<file path="src/rtl/seg7_trace_display.sv">
// seg7_trace_display: shows the computer's pc or inst as 8 hex digits on a
// time-multiplexed common-anode 7-segment display (active-low seg/an).
// A debounced button toggles the view; freeze holds the current image.
// The image is captured once per frame so that a frame never tears.
// Optional build macro SEG7_PC_REL_EN: PC view shows pc - 0x00400000.
module seg7_trace_display #(
  parameter int SCAN_DIV        = 100000,
  parameter int DEBOUNCE_CYCLES = 1000000
) (
  input  logic        clk_in,
  input  logic        reset,
  input  logic [31:0] pc,
  input  logic [31:0] inst,
  input  logic        sel_btn,
  input  logic        freeze,
  output logic [7:0]  seg_n,
  output logic [7:0]  an_n,
  output logic        view
);

  localparam int DIV_W = (SCAN_DIV > 2) ? $clog2(SCAN_DIV) : 1;
  localparam int DB_W  = (DEBOUNCE_CYCLES > 2) ? $clog2(DEBOUNCE_CYCLES) : 1;
  localparam logic [DIV_W-1:0] DIV_LAST = DIV_W'(SCAN_DIV - 1);
  localparam logic [DB_W-1:0]  DB_LAST  = DB_W'(DEBOUNCE_CYCLES - 1);

  logic [DIV_W-1:0] div;
  logic [2:0]       digit;
  logic [31:0]      snapshot;
  logic             snap_view;
  logic             sync1, sync2;
  logic             db_level;
  logic [DB_W-1:0]  db_cnt;

  logic        capture;
  logic [31:0] pc_val;
  logic [31:0] disp_val;
  logic        disp_view;
  logic [3:0]  nibble;
  logic [6:0]  hex_seg;
  logic        db_done;
  logic        db_rise;

  // PC value as seen by the display (raw or IMEM-relative)
  always_comb begin
`ifdef SEG7_PC_REL_EN
    pc_val = pc - 32'h0040_0000;
`else
    pc_val = pc;
`endif
  end

  // Frame-start capture bypass: the capturing edge already shows the new image
  always_comb begin
    capture   = (div == '0) && (digit == 3'd0) && !freeze;
    disp_val  = snapshot;
    disp_view = snap_view;
    if (capture) begin
      disp_val  = view ? inst : pc_val;
      disp_view = view;
    end
    nibble = disp_val[{digit, 2'b00} +: 4];
  end

  // Hex to segment decode, bits g..a, active-low
  always_comb begin
    hex_seg = 7'b1111111;
    case (nibble)
      4'h0: hex_seg = 7'b1000000;
      4'h1: hex_seg = 7'b1111001;
      4'h2: hex_seg = 7'b0100100;
      4'h3: hex_seg = 7'b0110000;
      4'h4: hex_seg = 7'b0011001;
      4'h5: hex_seg = 7'b0010010;
      4'h6: hex_seg = 7'b0000010;
      4'h7: hex_seg = 7'b1111000;
      4'h8: hex_seg = 7'b0000000;
      4'h9: hex_seg = 7'b0010000;
      4'hA: hex_seg = 7'b0001000;
      4'hB: hex_seg = 7'b0000011;
      4'hC: hex_seg = 7'b1000110;
      4'hD: hex_seg = 7'b0100001;
      4'hE: hex_seg = 7'b0000110;
      4'hF: hex_seg = 7'b0001110;
      default: hex_seg = 7'b1111111;
    endcase
  end

  // Scan counter: div paces the digit, digit wraps 7 -> 0
  always_ff @(posedge clk_in or posedge reset) begin
    if (reset) begin
      div   <= '0;
      digit <= 3'd0;
    end else if (div == DIV_LAST) begin
      div   <= '0;
      digit <= digit + 3'd1;
    end else begin
      div <= div + 1'b1;
    end
  end

  // Snapshot of the displayed value, refreshed only at an unfrozen frame start
  always_ff @(posedge clk_in or posedge reset) begin
    if (reset) begin
      snapshot  <= '0;
      snap_view <= 1'b0;
    end else if (capture) begin
      snapshot  <= disp_val;
      snap_view <= disp_view;
    end
  end

  // Registered pin drive; dp on the rightmost digit marks instruction view
  always_ff @(posedge clk_in or posedge reset) begin
    if (reset) begin
      an_n  <= 8'hFF;
      seg_n <= 8'hFF;
    end else begin
      an_n  <= ~(8'b1 << digit);
      seg_n <= {~((digit == 3'd0) && disp_view), hex_seg};
    end
  end

  assign db_done = (sync2 != db_level) && (db_cnt == DB_LAST);
  assign db_rise = db_done && sync2;

  // Button synchroniser and debouncer; any equal sample restarts the count
  always_ff @(posedge clk_in or posedge reset) begin
    if (reset) begin
      sync1    <= 1'b0;
      sync2    <= 1'b0;
      db_level <= 1'b0;
      db_cnt   <= '0;
    end else begin
      sync1 <= sel_btn;
      sync2 <= sync1;
      if (sync2 == db_level) begin
        db_cnt <= '0;
      end else if (db_done) begin
        db_level <= sync2;
        db_cnt   <= '0;
      end else begin
        db_cnt <= db_cnt + 1'b1;
      end
    end
  end

  // View toggles on each debounced press (release is ignored)
  always_ff @(posedge clk_in or posedge reset) begin
    if (reset) begin
      view <= 1'b0;
    end else if (db_rise) begin
      view <= ~view;
    end
  end

endmodule

</file>
<file path="config.mk">
export PLATFORM = sky130hd
export DESIGN_NAME = seg7_trace_display
export DESIGN_NICKNAME = d
export VERILOG_FILES = /design/src/rtl/seg7_trace_display.sv
export SDC_FILE = /design/constraint.sdc
export NUM_CORES = 1
export LEC_CHECK = 0
export CAP_MARGIN = 15
export CORE_ASPECT_RATIO = 1.4
export CORE_MARGIN = 4
export CORE_UTILIZATION = 53
export DETAILED_ROUTE_END_ITERATION = 6
export MAX_ROUTING_LAYER = met4
export PLACE_DENSITY_LB_ADDON = 0.15
export SLEW_MARGIN = 30
export SYNTH_ARGS = -nofsm -noshare
export SYNTH_HDL_FRONTEND = slang
export SYNTH_SLANG_ARGS = --single-unit
</file>
<file path="constraint.sdc">
create_clock -name clk_in -period 5.55 [get_ports clk_in]
set_clock_uncertainty 0.2 [all_clocks]
set_input_delay 1.11 -clock clk_in [delete_from_list [all_inputs] [get_ports clk_in]]
set_output_delay 1.11 -clock clk_in [all_outputs]
set_load 0.005 [all_outputs]
</file>
After elaboration in Yosys (flattened, before gate mapping)
Memory sizes are Yosys's and may differ from the RTL's. A register that Yosys moved wholly into a read port is not among the register bits.
Index checks and enable logic that the tools add are counted.
{"block": "op_classes", "addsub": 3, "eq_ne": 4, "n_shift": 2, "n_mux": 6, "bitwise_logic": 4, "n_reduce_logical": 9}
{"operator": "32-bit two-way mux", "n": 2}
{"operator": "20-bit two-way mux", "n": 2}
{"operator": "32-bit by 6-bit indexed part select with 4-bit output", "n": 1}
{"operator": "20-bit by 1-bit adder with 20-bit output (second input constant)", "n": 1}
{"operator": "20-bit == test (second input constant)", "n": 1}
{"operator": "17-bit by 1-bit adder with 17-bit output (second input constant)", "n": 1}
{"operator": "17-bit == test (second input constant)", "n": 1}
{"operator": "17-bit zero test", "n": 1}
{"operator": "17-bit two-way mux", "n": 1}
{"operator": "8-bit inverter", "n": 1}
{"operator": "1-bit by 3-bit << shifter with 8-bit output (first input constant)", "n": 1}
{"operator": "1-bit logical AND", "n": 5}
{"operator": "3-bit by 1-bit adder with 3-bit output (second input constant)", "n": 1}
{"operator": "3-bit zero test", "n": 1}
{"operator": "1-bit inverter", "n": 3}
{"operator": "2-bit AND reduction", "n": 1}
{"operator": "1-bit == test", "n": 1}
{"operator": "1-bit zero test", "n": 1}
{"operator": "1-bit two-way mux", "n": 1}
{"operator": "1-bit inequality test", "n": 1}
{"block": "totals", "register_bits": 93, "mem_bits_ro": 112, "out_inout_bits": 17, "wordCells": 40, "mem_count": 1}
{"memory": "(no name shown)", "words": 16, "word_bits": 7, "read_ports": 1, "rd_ports_with_merged_regs": 1, "wr": 0, "line": "67", "text": "case (nibble)"}

Depth between registers and ports, before layout
Gate-level depths: netlist of the first run.
{"block": "depth", "word_depth": 6, "depth_mapped": 18, "ltp_nobuf": 14}

Least setup slack after synthesis of the first run
No wires, ideal clock.
{"block": "synth_path", "path_kind": "reg-to-reg", "startpoint": "reg digit[1]", "endpoint": "reg seg_n[1]", "setup_time_ns": 0.080, "arrival_time_ns": 3.567, "t_required_ns": 5.270, "slack_ns": 1.703, "path_stages_with_launch": 19, "n_path_buf": 4, "cell_sequence": "dfrtp_1 buf_4 inv_1 clkbuf_1 ha_1 nor2b_1 and4_1 nand2_1 buf_6 buf_6 nand2_1 o21ai_1 mux4_2 a21bo_1 inv_1 ha_1 inv_1 mux2i_1 a32o_1"}
{"block": "synth_between", "elab_chain_len": 5}
{"item": "start: declaration", "line": "27", "text": "logic [2:0] digit;"}
{"item": "start signal: assignment", "line": "95", "text": "digit <= digit + 3'd1;"}
{"item": "3-bit zero test", "line": "54", "text": "capture = (div == '0) && (digit == 3'd0) && !freeze;"}
{"item": "1-bit logical AND (2 in a row)", "line": "54"}
{"item": "32-bit two-way mux", "line": "57", "text": "if (capture) begin"}
{"item": "32-bit by 6-bit indexed part select with 4-bit output (*)", "line": "61", "text": "nibble = disp_val[{digit, 2'b00} +: 4];"}
{"item": "end: declaration", "line": "16", "text": "output logic [7:0] seg_n,"}
Every way passes the cells marked *; elsewhere a longest branch is shown, timed or not.
A chain may end at the register's enable or synchronous reset.

Final worst setup path of the first run
{"block": "layout_path", "startpoint": "in freeze", "endpoint": "reg seg_n[1]"}
{"block": "layout_between", "elab_chain_len": 4}
{"item": "start: declaration", "line": "15", "text": "input logic freeze,"}
{"item": "1-bit zero test", "line": "54"}
{"item": "1-bit logical AND", "line": "54"}
{"item": "32-bit two-way mux", "line": "57"}
{"item": "32-bit by 6-bit indexed part select with 4-bit output", "line": "61"}
No other way between the ends.

==> flow_summary_export.csv, run 1 <==
group,metric,value,unit
outcome,outcome,"finished, final reports clean",
sta,final-hold-violation-count,0,
floorplan,std_cell_rows,41,
sta,tightest_slew,0.838,ns
cts,cts-root-buf,"clkbuf_16",
cts,cts_buffers,9,
synthesis,avgSynthCellArea,10.3,µm²
sta,setup_tns,0,ns
drt,initialDrtViolationCount,210,
job,maxCapViolCount,0,
drt,drt_wl_total,10.7,mm
layout,fin_nets,643,
cts,cts_tree,"built",
synthesis,ys_seq_area_share,47.2,%
drt,drc,0,
power,total_power,1420,µW
worst_setup_path,cp_data_arrival_time,4.25,ns
synthesis,synth_compound_area_share,10.3,%
placed_design,dpl-instance-area,0.00586,mm²
global_routing,grt_start_max_net_pins,60,
synthesis,synth_fp_nets,565,
worst_setup_path,cp-end-kind,"flip-flop",
drt,dr.pass1.iters,4,
cts,clockBufferDepth,2,
sta,setup_viol,0,
layout,area_growth,23.5,%
floorplan,design.core.area,0.00908,mm²
cts,clock_latency,0.35,ns
sta,layout_worst_path_cycle_share,75.3,%
sta,rsz0062_at_grt,"no",
synthesis,syn_area,0.00497,mm²
drt,wire_per_inst,15.9,µm
global_routing,grt_usage,21.4,%
cts,cts_resized,0,
synthesis,synth_top_area_share,38.8,%
floorplan,pin_count,85,
synthesis,yosys-top-cells-area,"dfrtp_1, dfstp_2, mux2i_1, ha_1, nand2_1",
floorplan,die_y,123,µm
drt,ant_nets,0,
synthesis,synthSimpleGateAreaFrac,16.3,%
drt,vias,3752,
sta,fmax,239,MHz
worst_setup_path,startpoint_type,"input pin",
power,peakVddDrop,0.000156,V
cts,htreeDepth,3,
layout,design_area,0.00614,mm²
synthesis,synth_seq_cells,93,
floorplan,die_x,89.9,µm
cts,clk_pin_slew,0.06,ns
floorplan,start_util,54.8,%
power,pwr_density_cell,232,mW/mm²
cts,post-cts-setup-buffers,0,
global_routing,grt_pass1_wl,18.3,mm
synthesis,synth_adder_area_share,3.77,%
sta,maxSlewViolCount,0,
synthesis,synthXorXnorAreaFrac,5.64,%
drt,vias_per_cell,5.58,
worst_setup_path,cp.required,5.62,ns
synthesis,synth_top_family_by_area,"simple AND/OR/NAND/NOR gates",
floorplan,die-area,0.0110,mm²
layout,drive_gt1_share,9.56,%
worst_setup_path,crit_type,"input pin to flip-flop",
synthesis,syn_inst,482,
cts,hold_buffers,0,
cts,clock-sinks,93,
power,p_leak,0.00249,µW
placed_design,port_buffers,84,
global_routing,grt_pass1_vias,3997,
worst_setup_path,cp_max_fo,35,
global_routing,antenna_found_initial,0,
synthesis,ys_types,50,
min_path,hold_class,"flip-flop to flip-flop",
placed_design,dp_hpwl,7.85,mm
synthesis,synthMuxAreaShare,11.7,%
synthesis,synth-main-ff-cell,"dfrtp_1",
layout,antenna_cells,0,
synthesis,synth_enable_flop_cells,0,
synthesis,async_flop_share,100,%
sta,fin_crit,4.18,ns
global_routing,gr-total-overflow,0,
placed_design,gp_congestion,0.822,
synthesis,yosys_warnings,0,
sta,relSlewSlack,43.9,%
synthesis,yosysTopAreaCell,"dfrtp_1",
[routing by layer]
| layer | share of wire [%] | track usage (%) | vias to the layer above |
|---|---|---|---|
| li1 | - | - | 1824 |
| met1 | 42 | 23.8 | 1815 |
| met2 | 52 | 37.7 | 96 |
| met3 | 3.7 | 3.37 | 17 |
| met4 | 2.5 | 10.4 | 0 |
| met5 | 0 | - | - |
[layout by cell type, fill, tap and decap left out, types with 2 or more instances in the layout]
| cell | n |
|---|---|
| a21oi_1 | 16 |
| and2_1 | 2 |
| and3_1 | 8 |
| and4_1 | 3 |
| buf_4 | 5 |
| clkbuf_1 | 2 |
| clkbuf_16 | 9 |
| clkbuf_8 | 2 |
| clkdlybuf4s50_1 | 84 |
| clkinv_1 | 2 |
| clkinvlp_4 | 2 |
| dfrtp_1 | 76 |
| dfstp_2 | 16 |
| ha_1 | 15 |
| inv_1 | 30 |
| mux2i_1 | 41 |
| mux4_1 | 3 |
| mux4_2 | 4 |
| nand2_1 | 50 |
| nand3_1 | 19 |
| nand4_1 | 6 |
| nor2_1 | 41 |
| nor2b_1 | 3 |
| nor3_1 | 6 |
| nor3b_1 | 2 |
| nor4_1 | 7 |
| nor4b_4 | 2 |
| o211ai_1 | 4 |
| o21ai_0 | 34 |
| o21ai_1 | 9 |
| o22ai_1 | 4 |
| or2_2 | 2 |
| or3_1 | 4 |
| xnor2_1 | 20 |
| xor2_1 | 12 |
[sequential cells by signal (all words and copies together), names as in the netlist]
signal     cells
view           1
digit          3
db_level       1
db_cnt        20
an_n           8
sync1          1
div           17
snapshot      32
sync2          1
snap_view      1
seg_n          8
[final timing paths]
kind                                from        end  slack [ns]  cells after the start
min in group asynchronous          reset  db_cnt[7]        0.96                      2
worst min register to register     sync1      sync2        0.15                      0
worst min-delay path               sync1      sync2        0.15                      0
worst max-delay path              freeze   seg_n[1]        1.37                     13
max in group asynchronous          reset   seg_n[7]        3.34                      3
worst max register to register  digit[0]   seg_n[0]        1.38                     11
[power by group]
group          internal [µW]  leakage (µW)  switching [µW]
combinational           77.2       0.00118            56.9
sequential               702       0.00118            8.06
clock                    328      0.000132             252
total                   1110       0.00249             317
[synth_stat cells, types with 2 or more instances]
library cell,instances
and3_1,8
buf_6,4
nor3b_1,2
nor4b_4,2
ha_1,15
buf_2,4
mux4_1,3
nor3_1,6
or3_1,4
or2_2,2
o22ai_1,4
o211ai_1,4
xnor2_1,20
nand4_1,6
mux4_2,4
clkbuf_1,10
nand3_1,19
dfstp_2,16
inv_1,31
clkinv_1,2
nor2_1,41
xor2_1,12
and2_1,2
mux2i_1,41
nand2_1,50
dfrtp_1,77
and4_1,3
a21oi_1,16
nor2b_1,3
buf_4,4
nor4_1,7
o21ai_0,34
o21ai_1,9
[critical path: stages]
cell and delay (ns):
clkdlybuf4s50_1 0.43, nor4_1 0.24, and4_1 0.27, nand2_1 0.27, buf_4 0.34, o211ai_1 0.21
a21oi_1 0.12, nor4_4 0.39, inv_1 0.17, ha_1 0.31, inv_1 0.08, mux2i_1 0.07
a32o_1 0.23
[final cells by class]
type / count / area (µm²)
well taps: 107 / 134
clock buffers: 13 / 260
multi-input cells: 334 / 2370
inverters: 33 / 129
flip-flops and latches: 93 / 2350
repair buffers: 89 / 878
clock inverters: 3 / 20.0
fillers: 719 / 2940
[cells by family after synthesis]
group	count (synthesis)
mux	48
flops	93
compound gates	80
xor+xnor	32
fa+ha+maj	15
buf+inv	55
simple gates	159
[stage by stage]
step                      setup WS [ns]  utilization (%)  hold WS (ns)  cells
after floorplan                    1.70                -         0.131    482
after global placement             1.14             64.5         0.133    656
after detailed placement           1.04             64.5         0.137    656
after CTS                          1.35             67.6         0.155    672
after global routing              0.990             67.6         0.175    672
final                              1.37             67.6         0.149    672
Power figures use the tool's default switching activity.
==> run 2, diff against run 1 <==
--- a/config.mk
+++ b/config.mk
@@ -8,7 +8,7 @@
 export CAP_MARGIN = 15
 export CORE_ASPECT_RATIO = 1.4
 export CORE_MARGIN = 4
-export CORE_UTILIZATION = 53
+export CORE_UTILIZATION = 48
 export DETAILED_ROUTE_END_ITERATION = 6
 export MAX_ROUTING_LAYER = met4
 export PLACE_DENSITY_LB_ADDON = 0.15
==> constraint.sdc (replaced) <==
create_clock -name clk_in -period 3.61 [get_ports clk_in]
set_clock_uncertainty 0.2 [all_clocks]
set_input_delay 0.722 -clock clk_in [delete_from_list [all_inputs] [get_ports clk_in]]
set_output_delay 0.722 -clock clk_in [all_outputs]
set_load 0.005 [all_outputs]
==> flow_summary_export.csv, run 2 (synthesis gave the netlist of run 1 again) <==
group,metric,value,unit
min_path,hold_class,"flip-flop to flip-flop",
layout,design_area,0.00640,mm²
sta,hold_ws,0.157,ns
floorplan,die-area,0.0121,mm²
global_routing,gr-total-overflow,0,
layout,largest_register_ffs,32,
drt,ant_nets,0,
layout,fin_util,64.0,%
layout,largest-register,"snapshot",
power,internal_power,1730,µW
job,maxCapViolCount,0,
sta,layout_worst_path_cycle_share,93.9,%
layout,fin_nets,667,
worst_setup_path,cp-end-kind,"flip-flop",
floorplan,pin_count,85,
power,combinationalPowerShare,9.8,%
layout,final_common_cell,"clkdlybuf4s50_1",
global_routing,grt_pass1_vias,4007,
worst_setup_path,startpoint_type,"input pin",
placed_design,port_buffers,84,
global_routing,antenna_found_initial,0,
drt,dr_wl_met3,467,µm
layout,drive_gt1_share,13.8,%
drt,dr.pass1.iters,4,
drt,vias_per_cell,5.34,
worst_setup_path,crit_type,"input pin to flip-flop",
drt,wl_met1,4.77,mm
power,power.switching,490,µW
worst_setup_path,cp.required,3.66,ns
cts,post-cts-setup-buffers,0,
outcome,outcome,"finished, final reports clean",
sta,relSlewSlack,48.7,%
drt,top_layer_used,"met4",
global_routing,grt_pass1_wl,18.7,mm
cts,cts_tree,"built",
placed_design,dp_hpwl,8.45,mm
power,seq_power_share,49.1,%
floorplan,std_cell_rows,43,
sta,fin_crit,3.39,ns
sta,fmax,295,MHz
sta,final-hold-violation-count,0,
drt,wire_per_inst,15.5,µm
drt,met2_length,5.84,mm
drt,drt_wl_total,11.2,mm
drt,initialDrtViolationCount,199,
power,p_clk_share,41.0,%
sta,final.setup.worst_slack,0.220,ns
drt,vias,3865,
power,pwr_density_cell,347,mW/mm²
global_routing,grt_usage,20.2,%
sta,setup_viol,0,
placed_design,gp_congestion,0.818,
cts,clock-sinks,93,
cts,clockBufferDepth,2,
cts,cts-root-buf,"clkbuf_16",
drt,drc,0,
global_routing,grt_start_max_net_pins,44,
cts,cts_buffers,9,
floorplan,die_x,94.0,µm
sta,maxSlewViolCount,0,
floorplan,die_y,128,µm
placed_design,pre_cts_ws,-0.202,ns
sta,tightest_slew,0.768,ns
cts,clk_pin_slew,0.06,ns
placed_design,dpl-instance-area,0.00610,mm²
layout,area_growth,28.7,%
power,switching_share,22.0,%
layout,antenna_cells,0,
sta,rsz0062_at_grt,"no",
power,p_leak,0.00263,µW
layout,reg.largest.list,"snapshot: 32 flops, db_cnt: 20 flops, div: 17 flops",
cts,clock_latency,0.34,ns
cts,htreeDepth,3,
floorplan,start_util,49.7,%
floorplan,design.core.area,0.0100,mm²
worst_setup_path,cp_data_arrival_time,3.44,ns
power,peakVddDrop,0.000240,V
worst_setup_path,cp_max_fo,15,
layout,final_cell_mix,"clkdlybuf4s50_1, dfrtp_1, nand2_1, nor2_1, mux2i_1",
-- run 2: area by class of cell --
cell class              count  area (µm²)
fillers                   835        3610
multi-input cells         334        2380
flip-flops and latches     93        2350
repair buffers            113        1080
clock buffers              14         274
well taps                 135         169
inverters                  33         125
clock inverters             2        16.3
-- run 2: layer usage --
layer,up-vias,track usage [%]
met2,83,34.4
met1,1896,24.3
met5,-,-
met4,0,5.95
met3,14,3.80
li1,1872,-
-- run 2: worst paths after layout --
kind                       startpoint   endpoint  slack, ns  cells after the start
max reg2reg                    div[0]   seg_n[0]       0.36                     13
max in group asynchronous       reset   seg_n[0]       1.85                      3
min reg2reg                     sync1      sync2       0.16                      0
max                            freeze   seg_n[0]       0.22                     12
min                             sync1      sync2       0.16                      0
min in group asynchronous       reset  db_cnt[7]       0.63                      2
-- run 2: what timing repair did --
item / CTS / global route
endpoints found under the hold margin: 0 / 0
hold buffers: 0 / 0
setup endpoints to repair: 0 / 5
gates resized for setup: 0 / 2
-- run 2: stage by stage --
| stage | cells | setup TNS (ns) | total power [µW] |
|---|---|---|---|
| floorplan | 482 | 0 | 1200 |
| global route | 724 | 0 | 2310 |
| CTS | 724 | 0 | 2240 |
| global placement | 708 | -0.287 | 1320 |
| finish | 724 | 0 | 2220 |
| detailed placement | 708 | -1.06 | 1330 |
-- run 2: power groups by stage --
stage | Combinational, µW | Sequential [µW] | Clock, µW
2_1_floorplan | 92.9 | 1110 | 0
3_3_place_gp | 214 | 1110 | 0
3_5_place_dp | 221 | 1110 | 0
4_1_cts | 222 | 1090 | 930
5_1_grt | 241 | 1090 | 974
6_report | 219 | 1090 | 912
-- run 2: worst max-delay path, stage by stage --
cell             delay, ns
clkdlybuf4s50_1       0.47
nor4_2                0.20
and4_1                0.26
nand2_1               0.20
buf_4                 0.23
buf_4                 0.18
o21ai_1               0.18
o22ai_1               0.14
nor4b_4               0.34
buf_12                0.18
xnor2_1               0.06
a211oi_1              0.26
==> run 3, diff against run 2 <==
--- a/config.mk
+++ b/config.mk
@@ -6,13 +6,12 @@
 export NUM_CORES = 1
 export LEC_CHECK = 0
 export CAP_MARGIN = 15
-export CORE_ASPECT_RATIO = 1.4
+export CORE_ASPECT_RATIO = 1.25
 export CORE_MARGIN = 4
 export CORE_UTILIZATION = 48
 export DETAILED_ROUTE_END_ITERATION = 6
 export MAX_ROUTING_LAYER = met4
 export PLACE_DENSITY_LB_ADDON = 0.15
-export SLEW_MARGIN = 30
 export SYNTH_ARGS = -nofsm -noshare
 export SYNTH_HDL_FRONTEND = slang
 export SYNTH_SLANG_ARGS = --single-unit
==> flow_summary_export.csv, run 3 (synthesis gave the netlist of run 1 again) <==
group,metric,value,unit
power,seq_power_share,46.9,%
layout,final_common_cell,"clkdlybuf4s50_1",
worst_setup_path,cp.required,3.68,ns
placed_design,gp_congestion,0.805,
sta,fmax,294,MHz
global_routing,antenna_found_initial,0,
layout,drive_gt1_share,13.6,%
layout,antenna_cells,0,
power,switching_share,21.3,%
cts,clock_latency,0.35,ns
power,internal_power,1830,µW
worst_setup_path,cp-end-kind,"flip-flop",
layout,largest_register_ffs,32,
power,power.switching,496,µW
layout,reg.largest.list,"snapshot: 32 flops, db_cnt: 20 flops, div: 17 flops",
sta,setup_tns,0,ns
sta,setup_viol,0,
worst_setup_path,crit_type,"input pin to flip-flop",
floorplan,die_x,99.0,µm
floorplan,pin_count,85,
sta,rsz0062_at_grt,"no",
drt,vias,3819,
drt,wire_per_inst,15.3,µm
drt,ant_nets,0,
min_path,hold_class,"flip-flop to flip-flop",
layout,final_cell_mix,"clkdlybuf4s50_1, dfrtp_1, nand2_1, nor2_1, mux2i_1",
placed_design,port_buffers,84,
sta,layout_worst_path_cycle_share,94.1,%
drt,drc,0,
cts,cts_buffers,9,
power,combinationalPowerShare,9.2,%
worst_setup_path,cp_data_arrival_time,3.47,ns
power,p_leak,0.00264,µW
floorplan,std_cell_rows,41,
power,pwr_density_cell,363,mW/mm²
global_routing,grt_usage,19.6,%
floorplan,design.core.area,0.0101,mm²
cts,clk_pin_slew,0.06,ns
layout,largest-register,"snapshot",
drt,vias_per_cell,5.33,
floorplan,die_y,122,µm
layout,finalNonFillerCells,716,
drt,initialDrtViolationCount,151,
placed_design,dp_hpwl,8.05,mm
layout,design_area,0.00642,mm²
cts,cts_tree,"built",
power,peakVddDrop,0.000220,V
placed_design,placedCellCount,700,
sta,final-hold-violation-count,0,
sta,tightest_slew,0.720,ns
cts,clockBufferDepth,2,
floorplan,start_util,49.2,%
power,p_clk_share,43.9,%
cts,hold_buffers,0,
global_routing,gr-total-overflow,0,
layout,fin_nets,665,
drt,drt_wl_total,10.9,mm
global_routing,grt_pass1_vias,3912,
cts,htreeDepth,3,
job,maxCapViolCount,0,
cts,clock-sinks,93,
placed_design,dpl-instance-area,0.00609,mm²
worst_setup_path,startpoint_type,"input pin",
sta,relSlewSlack,52.0,%
cts,cts-root-buf,"clkbuf_16",
drt,dr.pass1.iters,4,
worst_setup_path,cp_max_fo,3,
sta,maxSlewViolCount,0,
layout,fin_util,63.6,%
floorplan,die-area,0.0121,mm²
sta,fin_crit,3.40,ns
global_routing,grt_pass1_wl,18.3,mm
global_routing,grt_start_max_net_pins,60,
layout,area_growth,29.2,%
outcome,outcome,"finished, final reports clean",
[run 3: cell count changes in the layout (fill, tap and decap cells not counted), sizes merged]
| cell | delta |
|---|---|
| clkinvlp | +1 |
| bufinv | +2 |
| clkbuf | -3 |
| buf | -2 |
[run 3: worst max-delay path: stages]
cell	delay, ns
clkdlybuf4s50_1	0.47
nor4_1	0.36
nand4_1	0.24
nor3_1	0.24
a21oi_1	0.09
o221a_2	0.31
nor4_4	0.28
inv_1	0.10
buf_4	0.15
ha_1	0.20
nor3b_1	0.23
a211oi_1	0.08
[run 3: layer usage]
| metal | wire [µm] | up-vias | track usage (%) | part of all wire [%] |
|---|---|---|---|---|
| met5 | 0 | - | - | 0 |
| met4 | 246 | 0 | 8.03 | 2.3 |
| met3 | 389 | 17 | 3.55 | 3.6 |
| met2 | 5580 | 75 | 32.4 | 51 |
| met1 | 4710 | 1853 | 23.8 | 43 |
| li1 | - | 1874 | - | - |
[run 3: power groups by stage]
stage                     clock network [µW]  logic, µW  registers, µW
after global placement                     0        212           1110
after CTS                               1040        219           1090
after global routing                    1090        239           1090
final                                   1020        215           1090
after detailed placement                   0        217           1110
after floorplan                            0       92.9           1110
[run 3: cell type report]
class,count,area (µm²)
timing repair buffer,111,1080
clock inverter,5,83.8
tap,129,161
inverter,33,125
fill,812,3680
multi-input combinational,334,2380
clock buffer,11,243
sequential,93,2350
[run 3: final timing paths]
| check | start | end | slack, ns | cells after the start |
|---|---|---|---|---|
| min reg2reg | sync1 | sync2 | 0.17 | 0 |
| max in group asynchronous | reset | seg_n[2] | 1.89 | 3 |
| max | freeze | seg_n[0] | 0.21 | 12 |
| min in group asynchronous | reset | div[13] | 0.56 | 2 |
| max reg2reg | div[0] | seg_n[0] | 0.40 | 14 |
| min | sync1 | sync2 | 0.17 | 0 |
[run 3: repair_timing]
action,4_1_cts,5_1_grt
endpoints found under the setup margin,0,7
gates resized for setup,0,2
setup buffers,0,0
[run 3: through the flow]
stage                     power [µW]  hold WS (ns)  setup WS [ns]
after floorplan                 1200         0.131         0.0456
after global placement          1320         0.156         -0.137
after detailed placement        1330         0.150         -0.263
after CTS                       2350         0.181         0.0991
after global routing            2430         0.195         0.0116
final                           2330         0.171          0.213
